**config.mk**
```make
export PLATFORM = sky130hd
export DESIGN_NAME = seqdet_run_ctrl
export DESIGN_NICKNAME = d
export VERILOG_FILES = /design/src/rtl/seqdet_run_ctrl.sv
export SDC_FILE = /design/constraint.sdc
export NUM_CORES = 1
export LEC_CHECK = 0
export CORE_UTILIZATION = 29
export DETAILED_ROUTE_END_ITERATION = 10
export PLACE_DENSITY = 0.59
export SETUP_SLACK_MARGIN = 0.3
export SLEW_MARGIN = 20
export SYNTH_ARGS = -nofsm -noshare
export SYNTH_HDL_FRONTEND = slang
export SYNTH_SLANG_ARGS = --single-unit
```
**constraint.sdc**
```tcl
create_clock -name clk -period 2.3 [get_ports clk]
set_input_delay 0.69 -clock clk [delete_from_list [all_inputs] [get_ports clk]]
set_output_delay 0.69 -clock clk [all_outputs]
set_load 0.02 [all_outputs]
```
**src/rtl/seqdet_run_ctrl.sv**
```systemverilog
// seqdet_run_ctrl
// Run controller for the sequence-detector datapath: latches an 8-bit pattern
// and replays it MSB-first on dout for a programmable number of frames, one
// bit per divider tick. The detector is cleared before each run, and the
// controller counts its hits.
// Optional build macro SEQCTRL_FIRST_HIT_EN adds the first_hit/first_hit_vld
// outputs, which report the run-relative tick of the first counted hit.
module seqdet_run_ctrl #(
    parameter int WIDTH       = 8,
    parameter int CNT_W       = 8,
    parameter int FLUSH_TICKS = 2
) (
    input  logic             clk,
    input  logic             rst,
    input  logic             tick,
    input  logic             start,
    input  logic             abort,
    input  logic [WIDTH-1:0] indata,
    input  logic [3:0]       rounds,
    input  logic             z_in,
    output logic             dout,
    output logic             det_rst,
    output logic             busy,
    output logic             done,
    output logic [2:0]       bit_idx,
    output logic [CNT_W-1:0] hit_cnt,
    output logic [2:0]       state
`ifdef SEQCTRL_FIRST_HIT_EN
    ,
    output logic [CNT_W-1:0] first_hit,
    output logic             first_hit_vld
`endif
);

    localparam logic [2:0] ST_IDLE  = 3'd0;
    localparam logic [2:0] ST_CLEAR = 3'd1;
    localparam logic [2:0] ST_SHIFT = 3'd2;
    localparam logic [2:0] ST_FLUSH = 3'd3;
    localparam logic [2:0] ST_DONE  = 3'd4;

    logic [2:0]       r_state;
    logic [WIDTH-1:0] r_shreg;
    logic [3:0]       r_rounds;
    logic [3:0]       r_frame_cnt;
    logic [7:0]       r_flush_cnt;
    logic             r_dout;
    logic [2:0]       r_bit_idx;
    logic [CNT_W-1:0] r_hit_cnt;

    logic w_run_tick;
    logic w_hit;

    // Ticks only count while the stream (data or flush) is being driven.
    assign w_run_tick = tick && ((r_state == ST_SHIFT) || (r_state == ST_FLUSH));
    assign w_hit      = w_run_tick && z_in;

    // Main run sequencer: start/abort handling, serial shifting, flush and hit counting.
    always_ff @(posedge clk) begin
        if (rst) begin
            r_state     <= ST_IDLE;
            r_shreg     <= '0;
            r_rounds    <= '0;
            r_frame_cnt <= '0;
            r_flush_cnt <= '0;
            r_dout      <= 1'b0;
            r_bit_idx   <= '0;
            r_hit_cnt   <= '0;
        end else if (abort && (r_state != ST_IDLE)) begin
            // Abort wins over start and over a coincident hit; hit_cnt is held.
            r_state <= ST_IDLE;
            r_dout  <= 1'b0;
        end else begin
            case (r_state)
                ST_IDLE, ST_DONE: begin
                    if (start && !abort) begin
                        r_shreg     <= indata;
                        r_rounds    <= (rounds == 4'd0) ? 4'd1 : rounds;
                        r_hit_cnt   <= '0;
                        r_frame_cnt <= '0;
                        r_flush_cnt <= '0;
                        r_bit_idx   <= '0;
                        r_dout      <= 1'b0;
                        r_state     <= ST_CLEAR;
                    end
                end
                ST_CLEAR: begin
                    r_state <= ST_SHIFT;
                end
                ST_SHIFT: begin
                    if (tick) begin
                        r_dout  <= r_shreg[WIDTH-1];
                        r_shreg <= {r_shreg[WIDTH-2:0], r_shreg[WIDTH-1]};
                        if (r_bit_idx == 3'(WIDTH - 1)) begin
                            r_bit_idx   <= '0;
                            r_frame_cnt <= r_frame_cnt + 4'd1;
                            if (r_frame_cnt == (r_rounds - 4'd1)) begin
                                r_flush_cnt <= '0;
                                r_state     <= ST_FLUSH;
                            end
                        end else begin
                            r_bit_idx <= r_bit_idx + 3'd1;
                        end
                    end
                end
                ST_FLUSH: begin
                    if (tick) begin
                        r_dout <= 1'b0;
                        if (r_flush_cnt == 8'(FLUSH_TICKS - 1)) begin
                            r_state <= ST_DONE;
                        end else begin
                            r_flush_cnt <= r_flush_cnt + 8'd1;
                        end
                    end
                end
                default: begin
                    r_state <= ST_IDLE;
                    r_dout  <= 1'b0;
                end
            endcase

            if (w_hit && !(&r_hit_cnt)) begin
                r_hit_cnt <= r_hit_cnt + 1'b1;
            end
        end
    end

`ifdef SEQCTRL_FIRST_HIT_EN
    logic [CNT_W-1:0] r_tick_num;
    logic [CNT_W-1:0] r_first_hit;
    logic             r_first_hit_vld;

    // Tracks the run-relative tick number and captures it at the first counted hit.
    always_ff @(posedge clk) begin
        if (rst) begin
            r_tick_num      <= '0;
            r_first_hit     <= '0;
            r_first_hit_vld <= 1'b0;
        end else if (abort && (r_state != ST_IDLE)) begin
            r_tick_num      <= '0;
            r_first_hit     <= '0;
            r_first_hit_vld <= 1'b0;
        end else if (((r_state == ST_IDLE) || (r_state == ST_DONE)) && start && !abort) begin
            r_tick_num      <= '0;
            r_first_hit     <= '0;
            r_first_hit_vld <= 1'b0;
        end else if (w_run_tick) begin
            r_tick_num <= r_tick_num + 1'b1;
            if (z_in && !r_first_hit_vld) begin
                r_first_hit     <= r_tick_num;
                r_first_hit_vld <= 1'b1;
            end
        end
    end

    assign first_hit     = r_first_hit;
    assign first_hit_vld = r_first_hit_vld;
`endif

    assign dout    = r_dout;
    assign det_rst = (r_state == ST_CLEAR);
    assign busy    = (r_state == ST_CLEAR) || (r_state == ST_SHIFT) || (r_state == ST_FLUSH);
    assign done    = (r_state == ST_DONE);
    assign bit_idx = r_bit_idx;
    assign hit_cnt = r_hit_cnt;
    assign state   = r_state;

endmodule

```
## Word-level counts from Yosys, hierarchy flattened

Cells that the tools add are included.

| storage, ports and cells | value |
|---|---|
| input bits | 18 |
| flip-flop bits (word level) | 39 |
| word-level logic and storage cells | 88 |

| operators by class | value |
|---|---|
| multiplexer cells | 32 |
| bitwise operators | 2 |
| reductions and logical operators | 27 |
| equality and inequality tests | 14 |
| $add $sub $neg | 5 |

Operators with widths:

| operator | count |
|---|---|
| 2-to-1 mux 8 bit | 10 |
| 2-to-1 mux 3 bit | 9 |
| one-hot mux 8 bit (3 select lines) | 1 |
| adder 8 x 1 -> 8 bit (second input constant) | 2 |
| 2-to-1 mux 4 bit | 4 |
| one-hot mux 8 bit (2 select lines) | 1 |
| AND reduction 8 bit | 2 |
| one-hot mux 3 bit (4 select lines) | 1 |
| == test 8 x 1 -> 1 bit (second input constant) | 1 |
| != test 2 bit (second input constant) | 4 |
| one-hot mux 4 bit (2 select lines) | 1 |
| AND reduction 4 bit | 2 |
| == test 3 x 2 -> 1 bit (second input constant) | 2 |
| == test 3 bit (second input constant) | 2 |
| != test 2 x 1 -> 1 bit (second input constant) | 3 |
| one-hot mux 3 bit (2 select lines) | 1 |
| AND reduction 3 bit | 2 |
| AND reduction 6 bit | 1 |
| nonzero test 2 bit | 3 |
| nonzero test 3 bit | 2 |
| logical AND 1 bit | 5 |
| AND reduction 5 bit | 1 |
| adder 4 x 1 -> 4 bit (second input constant) | 1 |
| == test 4 bit | 1 |
| 11 further kinds | 18 |

## Logic depth before layout (Yosys ltp)

Gate-level depths: netlist of the first run.

| depth | value |
|---|---|
| word-level depth | 7 |
| depth in mapped cells | 7 |
| mapped depth without buffers | 7 |

## Least setup slack after synthesis of the first run

Ideal clock, no wire load.

| path | value |
|---|---|
| path type | reg2out |
| start point | reg r_state[0], in the netlist state[0] |
| end point | out det_rst |
| cell stages (with the launch flop) | 3 |
| path buffers | 1 |
| arrival | 1.395 ns |
| required time | 1.610 ns |
| path slack | 0.215 ns |
| cell sequence | dfxtp_1 -> clkbuf_1 -> nor3b_1 |

| between the ends | value |
|---|---|
| cells in the longest elaborated chain, start to end | 1 |

Ends and longest elaborated chain:

| item | RTL line | text |
|---|---|---|
| from (decl) | 41 | `logic [2:0] r_state;` |
| from (signal assigned) | 60 | `r_state <= ST_IDLE;` |
| from (signal assigned) | 70 | `r_state <= ST_IDLE;` |
| from (signal assigned) | 83 | `r_state <= ST_CLEAR;` |
| == test 3 x 1 -> 1 bit | 160 | `assign det_rst = (r_state == ST_CLEAR);` |
| to (decl) | 22 | `output logic det_rst,` |

No other way between the ends.

## Worst setup path in the final report of the first run

| path | value |
|---|---|
| start point | reg r_state[0], in the netlist state[0] |
| end point | out done |

| between the ends | value |
|---|---|
| cells in the longest elaborated chain, start to end | 1 |

Ends and longest elaborated chain:

| item | RTL line | text |
|---|---|---|
| == test 3 bit | 162 | `assign done = (r_state == ST_DONE);` |
| to (decl) | 24 | `output logic done,` |

No other way between the ends.

==> metrics.md, run 1 <==
| Metric | Value |
|---|---|
| Final Power | 2269 uW |
| PD cells | 780.8 nW/um^2 |
| Clock root buffer | clkbuf_8 |
| Synthesized area | 2111 um^2 |
| Clock skew | 0.004741 ns |
| Routed Antenna Nets | 0 |
| Global Route Usage Sum | 14.29% |
| Max-Cap Viols | 0 |
| P_leak | 0.001238 uW |
| Crit path launch type | register |
| Sw power | 832.7 uW |
| Starting DRT DRC Count | 118 |
| Post-Place Setup Slack | -0.06530 ns |
| Post-synth top flop | dfxtp_1 |
| Synth Instances | 254 |
| Full die area | 7624 um^2 |
| Crit path time final | 1.979 ns |
| Syn avg cell area | 8.310 um^2 |
| Reg clk slew, reported paths | 0.08 ns |
| Unique masters post-synth | 53 |
| # DRC | 0 |
| Register area | 788.3 um^2 |
| First-pass GRT wire length | 8.549 mm |
| Comb pwr share | 42.1% |
| Rel. slew slack | 56.15% |
| Fin. Hold Viols | 0 |
| Core box area | 6907 um^2 |
| Synth-to-layout area growth | 37.64% |
| Total grt overflow | 0 |
| Antenna violations before repair | 0 |
| Port bufs | 35 |
| Commonest non-fill, non-tap cell in the layout | dfxtp_1 |
| Multi-input gate area | 1326 um^2 |
| Ratio of cells with drive above 1 in the final layout | 19.16% |
| Clk buf depth | 2 |
| RSZ-0062 raised after global routing | yes |
| CTS tree | built |
| Worst-margin pin slew | 0.6553 ns |
| H-tree levels | 2 |
| Most frequent cells in the layout | dfxtp_1 (35), nand2_1 (30), nor2_1 (28), a21oi_1 (19) |
| FMAX | 505.4 MHz |
| Avg WL per Cell | 13.31 um |
| Hold WC Path Type | register to register |
| Die Span Y | 87.32 um |
| Yosys top cell by area | dfxtp_1 |
| Critical Path AT | 1.29 ns |
| Clock sinks | 39 |
| Ant. Diodes | 0 |
| Fin nets | 332 |
| Vias in the first global route | 1,837 |
| Clock power frac | 23.1% |
| Final WL | 5.376 mm |
| Vias/cell | 4.985 |
| Synth area leaders | dfxtp_1 (37%), nand2_1 (5.3%), nor2_1 (5.2%) |
| Largest net degree at the start of global routing | 22 |
| Sequential area share after synthesis | 36.99% |
| Post-cts hold buffer count | 0 |
| TritonCTS Buffers | 5 |
| I/O pin count | 36 |
| Initial Util | 30.56% |
| Yosys reg bits | 39 |
| GP Congestion | 0.8311 |
| Post-synthesis async set-or-reset flop share | 0% |
| Share of the synthesized area in the top cell type | 36.99% |
| Mapped Nets | 279 |
| Layout filler cell count | 724 |
| Flop pwr share | 34.8% |
| Post-DP HPWL | 3.790 mm |
| Slew Limit Fails | 0 |
| Ys Warns | 0 |
| Status | finished clean |
| Placed cells | 391 |
| Worst setup margin | 0.3214 ns |
| Number of enable flip-flop cells after synthesis | 0 |
| CP Max Fanout | 4 |
| TritonRoute pass-1 iters | 4 |
| Part of the cycle the worst path needs | 86.03% |
| Data required time of the critical path | 1.61 ns |
| Finished Layout Cells | 404 |
| Setup Crit Path Kind | register to output pin |
| Die X | 87.32 um |
| Rows | 30 |
| Worst vdd ir | 0.4213 mV |
| Worst skew pair latency | 0.29 ns |
| Crit end category | output pin |
| Number of setup violations in the final report | 0 |
| Sw frac | 36.71% |
| Vias | 2,014 |
| Internal | 1436 uW |
-- repair_timing --
item	in CTS	in global routing
setup endpoints to repair	23	41
gates cloned	0	2
resized for setup	21	28
buffers inserted	0	3
pin swaps	4	9
-- power groups by stage --
stage                     registers, uW  logic (uW)  clock network (uW)
after floorplan                     814         523                   0
after global placement              800         855                   0
after detailed placement            802         854                   0
after CTS                           787         851                 543
after global routing                801        1050                 573
final                               790         955                 524
-- logic make-up after synthesis --
kind of cell | share of synthesized area [%]
XOR/XNOR | 5.394
multiplexers | 2.371
adder cells (fa/ha/maj) | 4.149
flip-flops | 36.99
AO/OA/AOI/OAI | 20.87
AND/OR/NAND/NOR | 26.20
buffers and inverters | 4.030
-- area by class of cell --
| type | instances | area share, % |
|---|---|---|
| multi-input cells | 195 | 45.65 |
| flip-flops and latches | 39 | 27.13 |
| repair buffers | 57 | 18.35 |
| well taps | 96 | 4.134 |
| clock buffers | 7 | 3.316 |
| inverters | 9 | 1.163 |
| clock inverters | 1 | 0.2584 |
-- path summary, 6_finish.rpt --
check	slack, ns	endpoint	startpoint	cells after the start
setup / recovery	0.32	done	state[0]$_SDFFE_PP0P_	3
setup reg to reg	0.37	r_flush_cnt[3]$_SDFFE_PP0P_	r_rounds[1]$_SDFFE_PP0P_	7
hold / removal	0.48	r_rounds[1]$_SDFFE_PP0P_	r_rounds[1]$_SDFFE_PP0P_	2
hold reg to reg	0.48	r_rounds[1]$_SDFFE_PP0P_	r_rounds[1]$_SDFFE_PP0P_	2
-- sequential cells by signal, summed over array words and instances, names as in the netlist --
register,count
hit_cnt,8
r_rounds,4
bit_idx,3
state,3
dout,1
r_frame_cnt,4
r_shreg,8
r_flush_cnt,8
-- through the flow --
stage | hold slack (ns) | util, % | area [um^2] | setup TNS (ns)
global placement | 0.4617 | 38.73 | 2675 | -0.2498
detailed placement | 0.4716 | 38.73 | 2675 | -0.2301
global route | 0.5141 | 42.07 | 2905 | 0
finish | 0.4812 | 42.07 | 2905 | 0
floorplan | 0.4496 | - | 2116 | 0
CTS | 0.4823 | 40.25 | 2780 | 0
-- critical path: stages, from the launching register on --
cell	delay, ns
dfxtp_1	0.35
nor2_2	0.17
and2_1	0.15
dlygate4sd2_1	0.33
-- cell usage after synthesis, drive strengths merged (2+ instances only) --
cell,instances
a211o,2
a211oi,2
a21oi,19
a311oi,7
and2,4
and3,4
buf,7
clkbuf,4
dfxtp,39
ha,7
inv,9
mux2i,5
nand2,32
nand2b,4
nand3,7
nand3b,6
nand4,3
nor2,29
nor2b,3
nor3,8
nor3b,3
o2111ai,3
o21ai,10
o311ai,2
o31ai,3
o41ai,3
or3,2
xnor2,5
xor2,8
-- per-layer routing --
metal / share of wire, % / GRT usage (%) / up-vias / wire length [um]
li1: - / - / 1021 / -
met1: 51 / 20.27 / 947 / 2737
met2: 44 / 21.31 / 41 / 2339
met3: 4.2 / 2.749 / 5 / 226
met4: 1.3 / 5.365 / 0 / 72
met5: 0 / 0 / - / 0
No activity file was read; power rests on OpenSTA's default activity.
==> inputs of run 2 (changes only) <==
--- a/config.mk
+++ b/config.mk
@@ -6,6 +6,7 @@
 export NUM_CORES = 1
 export LEC_CHECK = 0
 export CORE_UTILIZATION = 29
+export CTS_CLUSTER_SIZE = 20
 export DETAILED_ROUTE_END_ITERATION = 10
 export PLACE_DENSITY = 0.59
 export SETUP_SLACK_MARGIN = 0.3
==> results of run 2 <==
Final layout, timing and power as in run 1 (identical DEF).
==> inputs of run 3 (changes only) <==
==> constraint.sdc (replaced) <==
create_clock -name clk -period 2.3 [get_ports clk]
set_input_delay 0.69 -clock clk [delete_from_list [all_inputs] [get_ports clk]]
set_output_delay 0.69 -clock clk [all_outputs]
set_load 0.01 [all_outputs]
==> run 3 against run 2 <==
Net effect:
- first-iteration DRC count increased by 8.5%
- non-clock buffer count increased by 4
- worst setup slack better by 0.041 ns
- final area fell by 0.56%
- clock-buffer cell count shrank 1
- clock skew increased by 0.0077 ns
- worst hold slack worse by 0.017 ns
- clock power decreased by 11%
- critical endpoint is now hit_cnt[6]
- largest cell class unchanged
- largest power group unchanged
- highest routed layer unchanged
==> metrics.md, run 3 (synthesized netlist as in run 1, its figures left out) <==
| Metric | Value |
|---|---|
| Crit path launch type | register |
| Cell family with most CP delay | buffers and inverters |
| Critical Path AT | 1.25 ns (-0.04 ns) |
| Largest net degree at the start of global routing | 20 (-9.1%) |
| Antenna violations before repair | 0 (unchanged) |
| TritonRoute pass-1 iters | 4 (unchanged) |
| Post-cts hold buffer count | 0 (unchanged) |
| Clk buf depth | 2 (unchanged) |
| Fin nets | 336 (+1.2%) |
| Part of the cycle the worst path needs | 84.25% (-1.8 points) |
| Hold WS | 0.4643 ns (-0.01688 ns) |
| Slowest cell on crit path | clkdlybuf4s50_1 |
| Final WL | 5.271 mm (-2.0%) |
| Met3 usage | 3.033% (+0.28 points) |
| TritonCTS Buffers | 5 (unchanged) |
| Starting DRT DRC Count | 128 (+8.5%) |
| Die Span Y | 87.32 um (unchanged) |
| Status | finished clean |
| Clock sinks | 39 (unchanged) |
| Max-Cap Viols | 0 (unchanged) |
| Routed Antenna Nets | 0 (unchanged) |
| FMAX | 516.1 MHz (+2.1%) |
| Ant. Diodes | 0 (unchanged) |
| Vias in the first global route | 1,859 (+1.2%) |
| Final core occ | 41.83% (-0.24 points) |
| Die X | 87.32 um (unchanged) |
| Clock root buffer | clkbuf_8 |
| Met2 Use GR | 22.66% (+1.3 points) |
| Data required time of the critical path | 1.61 ns (about the same) |
| Slew Limit Fails | 0 (unchanged) |
| Core box area | 6907 um^2 (unchanged) |
| Fin. Hold Viols | 0 (unchanged) |
| GRT busiest layer | met2 |
| First-pass GRT wire length | 8.631 mm (+0.96%) |
| H-tree levels | 2 (unchanged) |
| Worst setup margin | 0.3623 ns (+0.04086 ns) |
| Rel. slew slack | 68.27% (+12 points) |
| Full die area | 7624 um^2 (unchanged) |
| CP Max Fanout | 4 (unchanged) |
| PD cells | 756.2 nW/um^2 (-3.2%) |
| Commonest non-fill, non-tap cell in the layout | dfxtp_1 |
| I/O pin count | 36 (unchanged) |
| Total grt overflow | 0 (unchanged) |
| Worst vdd ir | 0.3186 mV (-24%) |
| RSZ-0062 raised after global routing | no |
| Clock skew | 0.01248 ns (+0.007735 ns) |
| Most frequent cells in the layout | dfxtp_1 (31), nand2_1 (30), nor2_1 (28), clkdlybuf4s50_1 (26), buf_4 (22) |
| Synth-to-layout area growth | 36.87% |
| Crit end category | output pin |
| Hold WC Path Type | register to register |
| Worst-margin pin slew | 0.4750 ns (-0.1804 ns) |
| # DRC | 0 (unchanged) |
| Ratio of cells with drive above 1 in the final layout | 19.23% (+0.075 points) |
| Met1 global-route usage | 19.70% (-0.57 points) |
| GP Congestion | 0.7758 (-6.7%) |
| Final Power | 2185 uW (-3.7%) |
| Post-DP HPWL | 3.845 mm (+1.4%) |
| Reg clk slew, reported paths | 0.08 ns (about the same) |
| Vias | 2,003 (-0.55%) |
| P_leak | 0.001130 uW (-8.8%) |
| Crit path time final | 1.938 ns (-0.04086 ns) |
| Crit path cell chain | clkdlybuf4s50_1 |
| Avg WL per Cell | 12.92 um (-2.9%) |
| Global Route Usage Sum | 14.42% (+0.13 points) |
| Number of setup violations in the final report | 0 (unchanged) |
| Buf/Inv on CP | 1 (unchanged) |
| Setup Crit Path Kind | register to output pin |
| Port bufs | 35 (unchanged) |
| Vias/cell | 4.909 (-1.5%) |
| Worst skew pair latency | 0.30 ns (about the same) |
| Rows | 30 (unchanged) |
| Initial Util | 30.56% (unchanged) |
| Critical path's largest stage delay | 0.56 ns (+0.21 ns) |
| CTS tree | built |
| Post-Place Setup Slack | -0.1206 ns (-0.05529 ns) |
## run 3: changes by cell type in the layout (fill, tap and decap cells not counted), moves of 4 or more
| cell | delta |
|---|---|
| buf_4 | +7 |
| clkdlybuf4s50_1 | +11 |
| dfxtp_1 | -4 |
| dlygate4sd2_1 | -5 |
| dlymetal6s2s_1 | -5 |
| o21ai_1 | +4 |
## run 3: timing repair
action	in CTS	in global routing
endpoints found under the setup margin	26	15
pin swaps	5	6
buffers inserted	2	3
gates resized for setup	24	17
endpoints found under the hold margin	0	0
## run 3: per-layer routing
metal	up-vias	share of wire, %	routed length, um
met5	-	0	0
met2	37	45	2391
met1	933	50	2624
met3	6	3.7	194
li1	1027	-	-
met4	0	1.2	61
## run 3: area by class of cell
class | instances | area [um^2]
inverter | 9 | 33.78
timing repair buffer | 61 | 554.3
fill | 736 | 4018
tap | 96 | 120.1
sequential | 39 | 798.3
clock buffer | 6 | 72.57
clock inverter | 2 | 12.51
multi-input combinational | 195 | 1297
## run 3: report_power, final
| part | internal (uW) | switching, uW | total [uW] |
|---|---|---|---|
| logic | 422 | 493 | 915 |
| clock network | 212 | 256 | 468 |
| registers | 747 | 54.8 | 801 |
## run 3: final timing paths
path                                  from                     endpoint  slack (ns)  cells past startpoint
setup / recovery   hit_cnt[6]$_SDFFE_PP0P_                   hit_cnt[6]        0.36                      1
setup reg to reg  r_rounds[0]$_SDFFE_PP0P_  r_flush_cnt[4]$_SDFFE_PP0P_        0.39                      7
hold reg to reg   r_rounds[1]$_SDFFE_PP0P_     r_rounds[1]$_SDFFE_PP0P_        0.46                      2
hold / removal    r_rounds[1]$_SDFFE_PP0P_     r_rounds[1]$_SDFFE_PP0P_        0.46                      2
## run 3: per-stage QoR
stage          instances  cell area, um^2  TNS (ns)
2_1_floorplan        254             2111         0
3_3_place_gp         395             2700   -0.4210
3_5_place_dp         395             2700   -0.4835
4_1_cts              405             2833         0
5_1_grt              408             2889         0
6_report             408             2889         0
